File: src/rtl/mem_bus_arbiter_if.sv
// Shared memory-bus bundle between the two requesting masters, the arbiter and the
// memory map decoder. The arbiter takes the slave view.
interface mem_bus_arbiter_if #(
    parameter int ADDR_LENGTH = 32,
    parameter int DATA_LENGTH = 32
);
    logic                   m0_req;
    logic                   m0_we;
    logic [ADDR_LENGTH-1:0] m0_addr;
    logic [DATA_LENGTH-1:0] m0_wdata;
    logic                   m0_gnt;
    logic                   m0_ack;
    logic [DATA_LENGTH-1:0] m0_rdata;

    logic                   m1_req;
    logic                   m1_we;
    logic [ADDR_LENGTH-1:0] m1_addr;
    logic [DATA_LENGTH-1:0] m1_wdata;
    logic                   m1_gnt;
    logic                   m1_ack;
    logic [DATA_LENGTH-1:0] m1_rdata;

    logic                   MemRead;
    logic                   MemWrite;
    logic [ADDR_LENGTH-1:0] AddrOut;
    logic [DATA_LENGTH-1:0] DataOut;
    logic [DATA_LENGTH-1:0] DataIn;

    modport slave (
        input  m0_req, m0_we, m0_addr, m0_wdata,
        input  m1_req, m1_we, m1_addr, m1_wdata,
        input  DataIn,
        output m0_gnt, m0_ack, m0_rdata,
        output m1_gnt, m1_ack, m1_rdata,
        output MemRead, MemWrite, AddrOut, DataOut
    );

    modport master (
        output m0_req, m0_we, m0_addr, m0_wdata,
        output m1_req, m1_we, m1_addr, m1_wdata,
        output DataIn,
        input  m0_gnt, m0_ack, m0_rdata,
        input  m1_gnt, m1_ack, m1_rdata,
        input  MemRead, MemWrite, AddrOut, DataOut
    );
endinterface

File: src/rtl/mem_bus_arbiter.sv
// Two-master round-robin arbiter for the shared memory-mapped bus: latches the winning
// request, issues one strobe cycle, waits RD_LATENCY cycles for reads, then acks.
module mem_bus_arbiter #(
    parameter int ADDR_LENGTH = 32,
    parameter int DATA_LENGTH = 32,
    parameter int RD_LATENCY  = 1
) (
    input logic              clk,
    input logic              rst,
    mem_bus_arbiter_if.slave bus
);
    typedef enum logic [1:0] {S_IDLE, S_ACCESS, S_WAIT, S_DONE} state_t;

    localparam logic [3:0] LP_WAIT_LOAD = 4'(RD_LATENCY - 1);

    state_t                 r_state, w_next;
    logic                   r_winner, r_we, r_last_gnt;
    logic [ADDR_LENGTH-1:0] r_addr;
    logic [DATA_LENGTH-1:0] r_wdata;
    logic [3:0]             r_cnt;

    logic                   w_any_req, w_win;
    logic                   w_sel_id, w_sel_we;
    logic [ADDR_LENGTH-1:0] w_sel_addr;
    logic [DATA_LENGTH-1:0] w_sel_wdata;

    logic                   r_m0_gnt, r_m1_gnt, r_m0_ack, r_m1_ack;
    logic                   r_mem_read, r_mem_write;
    logic [ADDR_LENGTH-1:0] r_addr_out;
    logic [DATA_LENGTH-1:0] r_data_out, r_m0_rdata, r_m1_rdata;

    logic                   w_m0_gnt, w_m1_gnt, w_m0_ack, w_m1_ack;
    logic                   w_mem_read, w_mem_write;
    logic [ADDR_LENGTH-1:0] w_addr_out;
    logic [DATA_LENGTH-1:0] w_data_out;

    // In IDLE the outputs for the upcoming ACCESS come straight from the winning
    // request, since the latched copy only becomes valid at the same edge.
    always_comb begin
        w_any_req = bus.m0_req | bus.m1_req;
        if (bus.m0_req && bus.m1_req) w_win = ~r_last_gnt;
        else                          w_win = bus.m1_req;
        if (r_state == S_IDLE) begin
            w_sel_id    = w_win;
            w_sel_we    = w_win ? bus.m1_we    : bus.m0_we;
            w_sel_addr  = w_win ? bus.m1_addr  : bus.m0_addr;
            w_sel_wdata = w_win ? bus.m1_wdata : bus.m0_wdata;
        end else begin
            w_sel_id    = r_winner;
            w_sel_we    = r_we;
            w_sel_addr  = r_addr;
            w_sel_wdata = r_wdata;
        end
    end

    always_comb begin
        w_next = r_state;
        case (r_state)
            S_IDLE:   if (w_any_req) w_next = S_ACCESS;
            S_ACCESS: w_next = r_we ? S_DONE : S_WAIT;
            S_WAIT:   if (r_cnt == 4'd0) w_next = S_DONE;
            S_DONE:   w_next = S_IDLE;
            default:  w_next = S_IDLE;
        endcase
    end

    always_comb begin
        w_m0_gnt    = 1'b0;
        w_m1_gnt    = 1'b0;
        w_m0_ack    = 1'b0;
        w_m1_ack    = 1'b0;
        w_mem_read  = 1'b0;
        w_mem_write = 1'b0;
        w_addr_out  = '0;
        w_data_out  = '0;
        if (w_next != S_IDLE) begin
            w_m0_gnt = ~w_sel_id;
            w_m1_gnt = w_sel_id;
        end
        case (w_next)
            S_ACCESS: begin
                w_mem_read  = ~w_sel_we;
                w_mem_write = w_sel_we;
                w_addr_out  = w_sel_addr;
                w_data_out  = w_sel_wdata;
            end
            S_WAIT: begin
                w_addr_out = w_sel_addr;
                w_data_out = w_sel_wdata;
            end
            S_DONE: begin
                w_m0_ack = ~w_sel_id;
                w_m1_ack = w_sel_id;
            end
            default: ;
        endcase
    end

    always_ff @(posedge clk) begin
        if (rst) begin
            r_state     <= S_IDLE;
            r_winner    <= 1'b0;
            r_we        <= 1'b0;
            r_last_gnt  <= 1'b1;
            r_addr      <= '0;
            r_wdata     <= '0;
            r_cnt       <= '0;
            r_m0_gnt    <= 1'b0;
            r_m1_gnt    <= 1'b0;
            r_m0_ack    <= 1'b0;
            r_m1_ack    <= 1'b0;
            r_mem_read  <= 1'b0;
            r_mem_write <= 1'b0;
            r_addr_out  <= '0;
            r_data_out  <= '0;
            r_m0_rdata  <= '0;
            r_m1_rdata  <= '0;
        end else begin
            r_state     <= w_next;
            r_m0_gnt    <= w_m0_gnt;
            r_m1_gnt    <= w_m1_gnt;
            r_m0_ack    <= w_m0_ack;
            r_m1_ack    <= w_m1_ack;
            r_mem_read  <= w_mem_read;
            r_mem_write <= w_mem_write;
            r_addr_out  <= w_addr_out;
            r_data_out  <= w_data_out;
            if (r_state == S_IDLE && w_any_req) begin
                r_winner <= w_sel_id;
                r_we     <= w_sel_we;
                r_addr   <= w_sel_addr;
                r_wdata  <= w_sel_wdata;
            end
            if (r_state == S_ACCESS && !r_we) r_cnt <= LP_WAIT_LOAD;
            if (r_state == S_WAIT) begin
                if (r_cnt != 4'd0) begin
                    r_cnt <= r_cnt - 4'd1;
                end else if (r_winner) begin
                    r_m1_rdata <= bus.DataIn;
                end else begin
                    r_m0_rdata <= bus.DataIn;
                end
            end
            if (r_state == S_DONE) r_last_gnt <= r_winner;
        end
    end

    assign bus.m0_gnt   = r_m0_gnt;
    assign bus.m1_gnt   = r_m1_gnt;
    assign bus.m0_ack   = r_m0_ack;
    assign bus.m1_ack   = r_m1_ack;
    assign bus.m0_rdata = r_m0_rdata;
    assign bus.m1_rdata = r_m1_rdata;
    assign bus.MemRead  = r_mem_read;
    assign bus.MemWrite = r_mem_write;
    assign bus.AddrOut  = r_addr_out;
    assign bus.DataOut  = r_data_out;
endmodule

File: src/flat_wrapper.sv
// flat-port wrapper written by rule: the top's interface ports become plain ports
module mem_bus_arbiter_flat 
#(
    parameter int ADDR_LENGTH = 32,
    parameter int DATA_LENGTH = 32,
    parameter int RD_LATENCY  = 1
)
  (clk, rst, bus_m0_req, bus_m0_we, bus_m0_addr, bus_m0_wdata, bus_m1_req, bus_m1_we, bus_m1_addr, bus_m1_wdata, bus_DataIn, bus_m0_gnt, bus_m0_ack, bus_m0_rdata, bus_m1_gnt, bus_m1_ack, bus_m1_rdata, bus_MemRead, bus_MemWrite, bus_AddrOut, bus_DataOut);
  mem_bus_arbiter_if #(.ADDR_LENGTH(ADDR_LENGTH), .DATA_LENGTH(DATA_LENGTH)) bus_i ();
  input logic clk;
  input logic rst;
  input wire logic [$bits(bus_i.m0_req)-1:0] bus_m0_req;
  input wire logic [$bits(bus_i.m0_we)-1:0] bus_m0_we;
  input wire logic [$bits(bus_i.m0_addr)-1:0] bus_m0_addr;
  input wire logic [$bits(bus_i.m0_wdata)-1:0] bus_m0_wdata;
  input wire logic [$bits(bus_i.m1_req)-1:0] bus_m1_req;
  input wire logic [$bits(bus_i.m1_we)-1:0] bus_m1_we;
  input wire logic [$bits(bus_i.m1_addr)-1:0] bus_m1_addr;
  input wire logic [$bits(bus_i.m1_wdata)-1:0] bus_m1_wdata;
  input wire logic [$bits(bus_i.DataIn)-1:0] bus_DataIn;
  output wire logic [$bits(bus_i.m0_gnt)-1:0] bus_m0_gnt;
  output wire logic [$bits(bus_i.m0_ack)-1:0] bus_m0_ack;
  output wire logic [$bits(bus_i.m0_rdata)-1:0] bus_m0_rdata;
  output wire logic [$bits(bus_i.m1_gnt)-1:0] bus_m1_gnt;
  output wire logic [$bits(bus_i.m1_ack)-1:0] bus_m1_ack;
  output wire logic [$bits(bus_i.m1_rdata)-1:0] bus_m1_rdata;
  output wire logic [$bits(bus_i.MemRead)-1:0] bus_MemRead;
  output wire logic [$bits(bus_i.MemWrite)-1:0] bus_MemWrite;
  output wire logic [$bits(bus_i.AddrOut)-1:0] bus_AddrOut;
  output wire logic [$bits(bus_i.DataOut)-1:0] bus_DataOut;
  assign bus_i.m0_req = bus_m0_req;
  assign bus_i.m0_we = bus_m0_we;
  assign bus_i.m0_addr = bus_m0_addr;
  assign bus_i.m0_wdata = bus_m0_wdata;
  assign bus_i.m1_req = bus_m1_req;
  assign bus_i.m1_we = bus_m1_we;
  assign bus_i.m1_addr = bus_m1_addr;
  assign bus_i.m1_wdata = bus_m1_wdata;
  assign bus_i.DataIn = bus_DataIn;
  assign bus_m0_gnt = bus_i.m0_gnt;
  assign bus_m0_ack = bus_i.m0_ack;
  assign bus_m0_rdata = bus_i.m0_rdata;
  assign bus_m1_gnt = bus_i.m1_gnt;
  assign bus_m1_ack = bus_i.m1_ack;
  assign bus_m1_rdata = bus_i.m1_rdata;
  assign bus_MemRead = bus_i.MemRead;
  assign bus_MemWrite = bus_i.MemWrite;
  assign bus_AddrOut = bus_i.AddrOut;
  assign bus_DataOut = bus_i.DataOut;
  mem_bus_arbiter #(.ADDR_LENGTH(ADDR_LENGTH), .DATA_LENGTH(DATA_LENGTH), .RD_LATENCY(RD_LATENCY)) u_core (.clk(clk), .rst(rst), .bus(bus_i));
endmodule
File: config.mk
export PLATFORM = sky130hd
export DESIGN_NAME = mem_bus_arbiter_flat
export DESIGN_NICKNAME = d
export VERILOG_FILES = /design/src/rtl/mem_bus_arbiter_if.sv /design/src/rtl/mem_bus_arbiter.sv /design/src/flat_wrapper.sv
export SDC_FILE = /design/constraint.sdc
export NUM_CORES = 1
export LEC_CHECK = 0
export CAP_MARGIN = 20
export CELL_PAD_IN_SITES_DETAIL_PLACEMENT = 0
export CELL_PAD_IN_SITES_GLOBAL_PLACEMENT = 2
export CORE_MARGIN = 3
export CORE_UTILIZATION = 27
export CTS_CLUSTER_DIAMETER = 200
export CTS_CLUSTER_SIZE = 25
export DETAILED_ROUTE_END_ITERATION = 8
export GPL_TIMING_DRIVEN = 0
export PLACE_DENSITY = 0.9
export SLEW_MARGIN = 20
export SYNTH_ARGS = -nofsm -noshare
export SYNTH_HDL_FRONTEND = slang
export SYNTH_SLANG_ARGS = --single-unit
export TNS_END_PERCENT = 100
File: constraint.sdc
create_clock -name clk -period 5.62 [get_ports clk]
set_input_delay 1.124 -clock clk [delete_from_list [all_inputs] [get_ports clk]]
set_output_delay 1.124 -clock clk [all_outputs]
set_load 0.01 [all_outputs]
# Word level (Yosys, flattened, before mapping)
# Cells that the tools add are included.
# Widths: inputs -> output; s select.
# totals
register_bits	207
# op_classes
reduce_logical	15
bitwise_logic	10
eq_ne	6
addsub	1
mux	15
# ops
operator	n
$mux 32	4
$mux 4	3
$reduce_or 2->1	5
$not 1->1	9
$eq 2x2->1 const B	4
$pmux 2 s4	1
$reduce_and 3->1	2
$mux 1	5
$eq 2x1->1 const B	2
$logic_not 4->1	1
$mux 2	2
$reduce_bool 4->1	1
$sub 4x1->4 const B	1
$logic_and 1x1->1	3
$logic_not 2->1	1
$reduce_bool 2->1	1
$logic_not 1->1	1
$or 1x1->1	1

# Longest topological paths before layout
# Gate-level depths: netlist of run 1.
# logic_depth
word_depth	7
depth_mapped	9
depth_no_buf	6

# Least setup slack after synthesis of run 1
# Ideal clock, no wire load.
# synth_timing
path_type	input -> register
start	input port bus_m1_req
end	register u_core.r_data_out[5] (netlist: u_core.bus.DataOut[5])
required_time_ns	5.480
arrival_time_ns	2.200
stages	5
path_buffers	1
path_slack_ns	3.280
setup_time_ns	0.140
path_cell_list	nor4b_2 > a2111oi_4 > a21oi_4 > buf_6 > a211oi_1
# synth_via
elab_chain_len	7
# synth_lines
item	line_no	rtl
from (decl)	flat_wrapper.sv:16	input wire logic [$bits(bus_i.m1_req)-1:0] bus_m1_req;
$or 1x1->1	mem_bus_arbiter.sv:40	w_any_req = bus.m0_req | bus.m1_req;
$mux 2	mem_bus_arbiter.sv:59	S_IDLE: if (w_any_req) w_next = S_ACCESS;
$pmux 2 s4	mem_bus_arbiter.sv:58	case (r_state)
$eq 2x1->1 / $eq 2x2->1 (equally long branches)	mem_bus_arbiter.sv:80	case (w_next)
$reduce_or 2->1 (no line)	n/a	
$not 1->1 (no line)	n/a	
$reduce_or 2->1 (no line)	n/a	
to (signal assigned)	mem_bus_arbiter.sv:127	r_data_out <= w_data_out;
to (decl)	mem_bus_arbiter.sv:30	logic [DATA_LENGTH-1:0] r_data_out, r_m0_rdata, r_m1_rdata;
# Parallel ways exist; a longest one is shown, timed or not.
# A chain may end at the register's enable or synchronous reset.

# Worst setup path after layout of run 1
# layout_timing
start	input port bus_m1_req
end	register u_core.r_data_out[9] (netlist: u_core.bus.DataOut[9])
# The elaborated chain is that of the path after synthesis.

==> results of run 1 <==
## registers in the layout, indices dropped and copies added, names as in the netlist, 2 cells and up
name,cells
u_core.bus.AddrOut,32
u_core.bus.DataOut,32
u_core.bus.m1_rdata,32
u_core.r_addr,32
u_core.r_wdata,32
u_core.r_state,2
u_core.bus.m0_rdata,32
u_core.r_cnt,4
## layout by cell type, fill, tap and decap left out, types with 3 or more instances in the layout
cell,count
clkbuf_1,55
nand3_1,3
clkdlybuf4s50_1,299
a211oi_2,5
clkbuf_16,12
inv_1,5
a211oi_1,127
mux2i_1,66
nor2b_1,4
buf_6,6
buf_2,10
nor3_1,3
ha_1,6
nand2_1,134
dfxtp_1,207
nor2_1,134
a21oi_1,67
## synthesized netlist by cell type
library cell and n:
a2111oi_4 1, a211oi_2 5, nor3_1 3, nand4b_1 1, mux2_2 1, mux2i_1 66
a21oi_4 1, o21a_1 2, or2_2 1, nand3_1 3, buf_2 10, nor4b_2 1
buf_1 2, nor2b_1 4, and3_1 2, nor2_1 134, dfxtp_1 207, nand2b_1 2
a21boi_1 1, a211o_1 2, or3b_4 1, nand2_1 134, or3_1 2, and2b_1 1
a211oi_1 127, o21ai_0 2, a31oi_1 1, a2111oi_0 1, a21oi_1 67, nor3b_1 1
inv_1 5, buf_6 6, clkbuf_1 55, and2_1 1, ha_1 6
## tightest hold or removal path: stages (launching register included)
cell and delay (ps):
dfxtp_1 320, nand2_1 50, a21oi_1 50
## cell families after synthesis
| group | count (synthesis) | share of synthesized area [%] |
|---|---|---|
| flops | 207 | 52.71 |
| simple gates | 291 | 14.77 |
| compound gates | 210 | 18.57 |
| mux | 67 | 8.545 |
| fa+ha+maj | 6 | 0.9548 |
| buf+inv | 78 | 4.456 |
## layout make-up
class / count / area [um2]
fillers: 2877 / 16570
flip-flops and latches: 207 / 4144
multi-input cells: 574 / 3368
repair buffers: 299 / 2993
well taps: 378 / 473.0
plain buffers: 73 / 331.6
clock buffers: 12 / 300.3
clock inverters: 2 / 36.28
inverters: 5 / 18.77
## metal layers
| metal | vias to the layer above | global-route usage, % | share of wire, % |
|---|---|---|---|
| met1 | 3267 | 21.22 | 44 |
| met3 | 19 | 5.148 | 8.5 |
| li1 | 3587 | - | - |
| met5 | - | 0 | 0.055 |
| met2 | 256 | 28.02 | 46 |
| met4 | 2 | 2.684 | 1.4 |
## per-stage QoR
| step | std cells | hold slack [ps] | setup slack [ps] |
|---|---|---|---|
| floorplan | 859 | 471.7 | 3280 |
| global placement | 1536 | 441.7 | 1950 |
| detailed placement | 1536 | 446.2 | 1946 |
| CTS | 1550 | 461.0 | 2448 |
| global route | 1550 | 478.1 | 2289 |
| finish | 1550 | 457.5 | 2474 |
## where the power goes
group / internal [mW] / switching (mW)
Sequential: 1.85 / 0.156
Combinational: 0.964 / 1.42
Clock: 0.402 / 0.512
Total: 3.21 / 2.08
## path summary, 6_finish.rpt
| kind | slack [ps] | cells past startpoint | to |
|---|---|---|---|
| max reg2reg | 2950 | 9 | u_core.r_wdata[3]$_SDFFE_PP0P_ |
| min reg2reg | 460 | 2 | u_core.bus.m1_rdata[9]$_SDFFE_PP0P_ |
| min | 460 | 2 | u_core.bus.m1_rdata[9]$_SDFFE_PP0P_ |
| max | 2470 | 6 | u_core.bus.DataOut[9]$_SDFF_PP0_ |
==> impl_metrics.tcl, run 1 <==
set metrics [dict create \
    htreeDepth 1 \
    hold_class "reg2reg" \
    final.setup.tns_ps 0 \
    setup_viol 0 \
    first_pass_iters 4 \
    grt_max_degree 26 \
    antenna_cells 0 \
    hold_viol 0 \
    ys_types 35 \
    die_y_um 176.6 \
    route.vias.total 7131 \
    cts_buffer_depth 3 \
    fin_crit_ps 3146 \
    vias_per_cell 4.601 \
    cts_made_buffers 12 \
    fp-row-count 61 \
    status "finished, final reports clean" \
    end_kind "flip-flop" \
    worstSetupPathType "in2reg" \
    die-area_mm2 0.03120 \
    clock_sinks 207 \
    clk_pin_slew_worst_paths_ps 100 \
    cp_top_family "buffers and inverters" \
    insertion_delay_ps 500 \
    grt_overflow 0 \
    crit_top_cell "buf_2" \
    cts_tree "done" \
    drtIter0Drc 288 \
    wl_um 27220 \
    grtUsageTotal_pct 16.57 \
    crit_start "bus_m1_req" \
    critPathMaxFanout 10 \
    port_buffers 299 \
    syn_avg_cell_area_um2 9.153 \
    r2r-start "u_core.r_state[0]$_SDFF_PP0_" \
    slowest_delay_ps 500 \
    vdd_drop_max_mv 0.1944 \
    netlist_area_mm2 0.007863 \
    postCtsSetupBuffers 0 \
    drt-wirelength-per-cell_um 17.56 \
    post-dp-hpwl_um 20840 \
    finish.utilization_pct 41.31 \
    finClkSkew_ps 42.78 \
    arrival_ps 3480 \
    total_power_mw 5.295 \
    netlist.top_cell.by_area "dfxtp_1" \
    finalCritPeriodShare_pct 55.97 \
    fmax_ghz 0.3179 \
    ios 300 \
    cpMaxStageDelayCell "clkdlybuf4s50_1" \
    placed_area_mm2 0.01133 \
    ys_warn_count 0 \
    ys_seq_area_share_pct 52.71 \
    p_leak_nw 4.114 \
    min_from "u_core.bus.m1_rdata[9]$_SDFFE_PP0P_" \
    cts_resized 0 \
    final_antenna_net_count 0 \
    crit_buf_inv 3 \
    drive_gt1_share_pct 3.498 \
    gp_congestion 0.7677 \
    antenna_found_initial 1 \
    powerDensity_mw_per_mm2 453.9 \
    core_mm2 0.02824 \
    grt_pass1_wl_um 40610 \
    synth_nets 1031 \
    worstPathCellList "clkdlybuf4s50_1 -> a21boi_1 -> buf_2 -> buf_2 -> mux2i_1 -> a211oi_2" \
    synth_top_area_share_pct 52.71 \
    yosys-top-cells-area "dfxtp_1, a211oi_1, mux2i_1" \
    drc 0 \
    grt_pass1_vias 6945 \
    rsz0062_at_grt "no" \
    hold_buffers 0 \
    slew_violations 0 \
    initial_core_util_pct 27.84 \
    final_nets 1344 \
    stdcell_area_mm2 0.01166 \
    cap_violations 0 \
    ys_ff_latch 207 \
    dieWidth_um 176.6 \
    tightest_slew_ps 740.5 \
    area_delta_synth_final_pct 48.36 \
    max-slew-margin-rel_pct 50.64 \
    cp-start-kind "primary input" \
    root_buffer "clkbuf_16" \
    required_ps 5950 \
    synth_cells 859 \
]
No activity file was read; power rests on OpenSTA's default activity.
==> run 2: changes to the inputs <==
Settings changed: CORE_UTILIZATION 27 to 25, PLACE_DENSITY 0.9 to 0.84.
Clock period 5.62 ns to 2.99 ns, I/O delays scaled along.
==> impl_metrics.tcl, run 2 (synthesized netlist as in run 1, its figures left out) <==
set metrics [dict create \
    grt_pass1_wl_um 42010 \
    die-area_mm2 0.03361 \
    insertion_delay_ps 480 \
    highest_layer "met5" \
    worstSetupPathType "reg2reg" \
    slew_violations 0 \
    route.met2.wl_um 12840 \
    finish.utilization_pct 37.94 \
    root_buffer "clkbuf_16" \
    postCtsSetupBuffers 0 \
    cts_made_buffers 12 \
    dpl_worst_slack_ps -73.64 \
    cp-start-kind "flip-flop" \
    holdPathStages 2 \
    antenna_found_initial 2 \
    fin_ws_ps 429.6 \
    vdd_drop_max_mv 0.3332 \
    drc 0 \
    reg2reg_depth 7 \
    grt_overflow 0 \
    core_mm2 0.03083 \
    min_from "u_core.bus.m0_rdata[6]$_SDFFE_PP0P_" \
    drive_gt1_share_pct 3.584 \
    p_leak_nw 4.122 \
    fin_crit_ps 2560 \
    hold_class "reg2reg" \
    wl_met3_um 2343 \
    initial_core_util_pct 25.50 \
    fin_cells 1568 \
    area_delta_synth_final_pct 48.78 \
    post-dp-hpwl_um 21140 \
    wl_um 27730 \
    tightest_slew_ps 806.7 \
    port_buffers 299 \
    rsz0062_at_grt "no" \
    grtUsageTotal_pct 15.86 \
    setup_viol 0 \
    vias_per_cell 4.603 \
    final_antenna_net_count 0 \
    fmax_ghz 0.3906 \
    r2r-start "u_core.r_state[0]$_SDFF_PP0_" \
    antenna_cells 0 \
    layout_commonest_cell "clkdlybuf4s50_1" \
    die_y_um 183.3 \
    r2r_slack_ps 430 \
    hold_end "u_core.bus.m0_rdata[6]$_SDFFE_PP0P_" \
    dieWidth_um 183.3 \
    hold_viol 0 \
    finClkSkew_ps 24.91 \
    final_nets 1344 \
    grt_max_degree 26 \
    ios 300 \
    drtIter0Drc 347 \
    max-slew-margin-rel_pct 46.22 \
    dpl.cell_count 1554 \
    route.vias.total 7218 \
    grt_pass1_vias 7161 \
    cts_tree "done" \
    first_pass_iters 7 \
    fp-row-count 64 \
    cts_resized 0 \
    htreeDepth 1 \
    gp_congestion 0.7708 \
    status "finished, final reports clean" \
    wl_met1_um 12150 \
    arrival_ps 2890 \
    most-common-layout-cells "clkdlybuf4s50_1, dfxtp_1, nor2_1, nand2_1, a211oi_1" \
    critPathMaxFanout 10 \
    end_kind "flip-flop" \
    finalCritPeriodShare_pct 85.63 \
    powerDensity_mw_per_mm2 858.4 \
    drt-wirelength-per-cell_um 17.68 \
    hold_buffers 0 \
    cap_violations 0 \
    cts_buffer_depth 3 \
    clock_sinks 207 \
    required_ps 3320 \
    r2r_end "u_core.bus.DataOut[5]$_SDFF_PP0_" \
    clk_pin_slew_worst_paths_ps 100 \
]
==> run 2: changes by cell type in the layout (fill, tap and decap cells not counted), sizes merged <==
cell / delta
clkbuf: +1
clkinv: -1
==> run 2: power breakdown <==
part           switching [mW]  total [mW]  internal [mW]
Clock                   0.954        1.75          0.799
Sequential              0.303        3.77           3.47
Combinational            2.70        4.52           1.81
==> run 2: worst max-delay path, stage by stage, from the launching register on <==
cell and delay [ps]:
dfxtp_1 440, inv_1 110, ha_1 260, a211oi_1 580, a2111oi_4 180, a21oi_4 490, buf_6 270, a211oi_1 70
==> run 2: layout make-up <==
cell class / count / area [um2]
timing repair buffer: 299 / 2993
inverter: 5 / 18.77
multi-input combinational: 574 / 3368
clock inverter: 1 / 20.02
tap: 396 / 495.5
buffer: 73 / 332.8
fill: 3146 / 19130
clock buffer: 13 / 325.3
sequential: 207 / 4144
==> run 2: worst max path at each step <==
stage	start	to	slack [ps]	depth (start not counted)
6_report	u_core.r_state[0]$_SDFF_PP0_	u_core.bus.DataOut[5]$_SDFF_PP0_	430	7
3_3_place_gp	bus_m1_req	u_core.r_wdata[10]$_SDFFE_PP0P_	-70	6
4_1_cts	u_core.r_state[0]$_SDFF_PP0_	u_core.r_wdata[5]$_SDFFE_PP0P_	250	9
3_5_place_dp	bus_m1_req	u_core.r_wdata[9]$_SDFFE_PP0P_	-70	6
5_1_grt	u_core.r_state[0]$_SDFF_PP0_	u_core.r_addr[22]$_SDFFE_PP0P_	230	9
2_1_floorplan	u_core.r_state[0]$_SDFF_PP0_	u_core.bus.DataOut[5]$_SDFF_PP0_	980	7
==> run 2: layer usage <==
| layer | vias up | track usage, % |
|---|---|---|
| met2 | 264 | 27.27 |
| met4 | 4 | 2.651 |
| met5 | - | 0 |
| met1 | 3321 | 20.05 |
| li1 | 3602 | - |
| met3 | 27 | 4.720 |
==> run 2: through the flow <==
step	instance area, um2	setup TNS (ps)	hold slack, ps	total power [mW]
2_1_floorplan	7863	0	471.7	6.431
3_3_place_gp	11350	-249.2	442.4	8.403
3_5_place_dp	11350	-260.1	447.1	8.445
4_1_cts	11700	0	461.4	10.23
5_1_grt	11700	0	473.7	10.78
6_report	11700	0	458.9	10.04
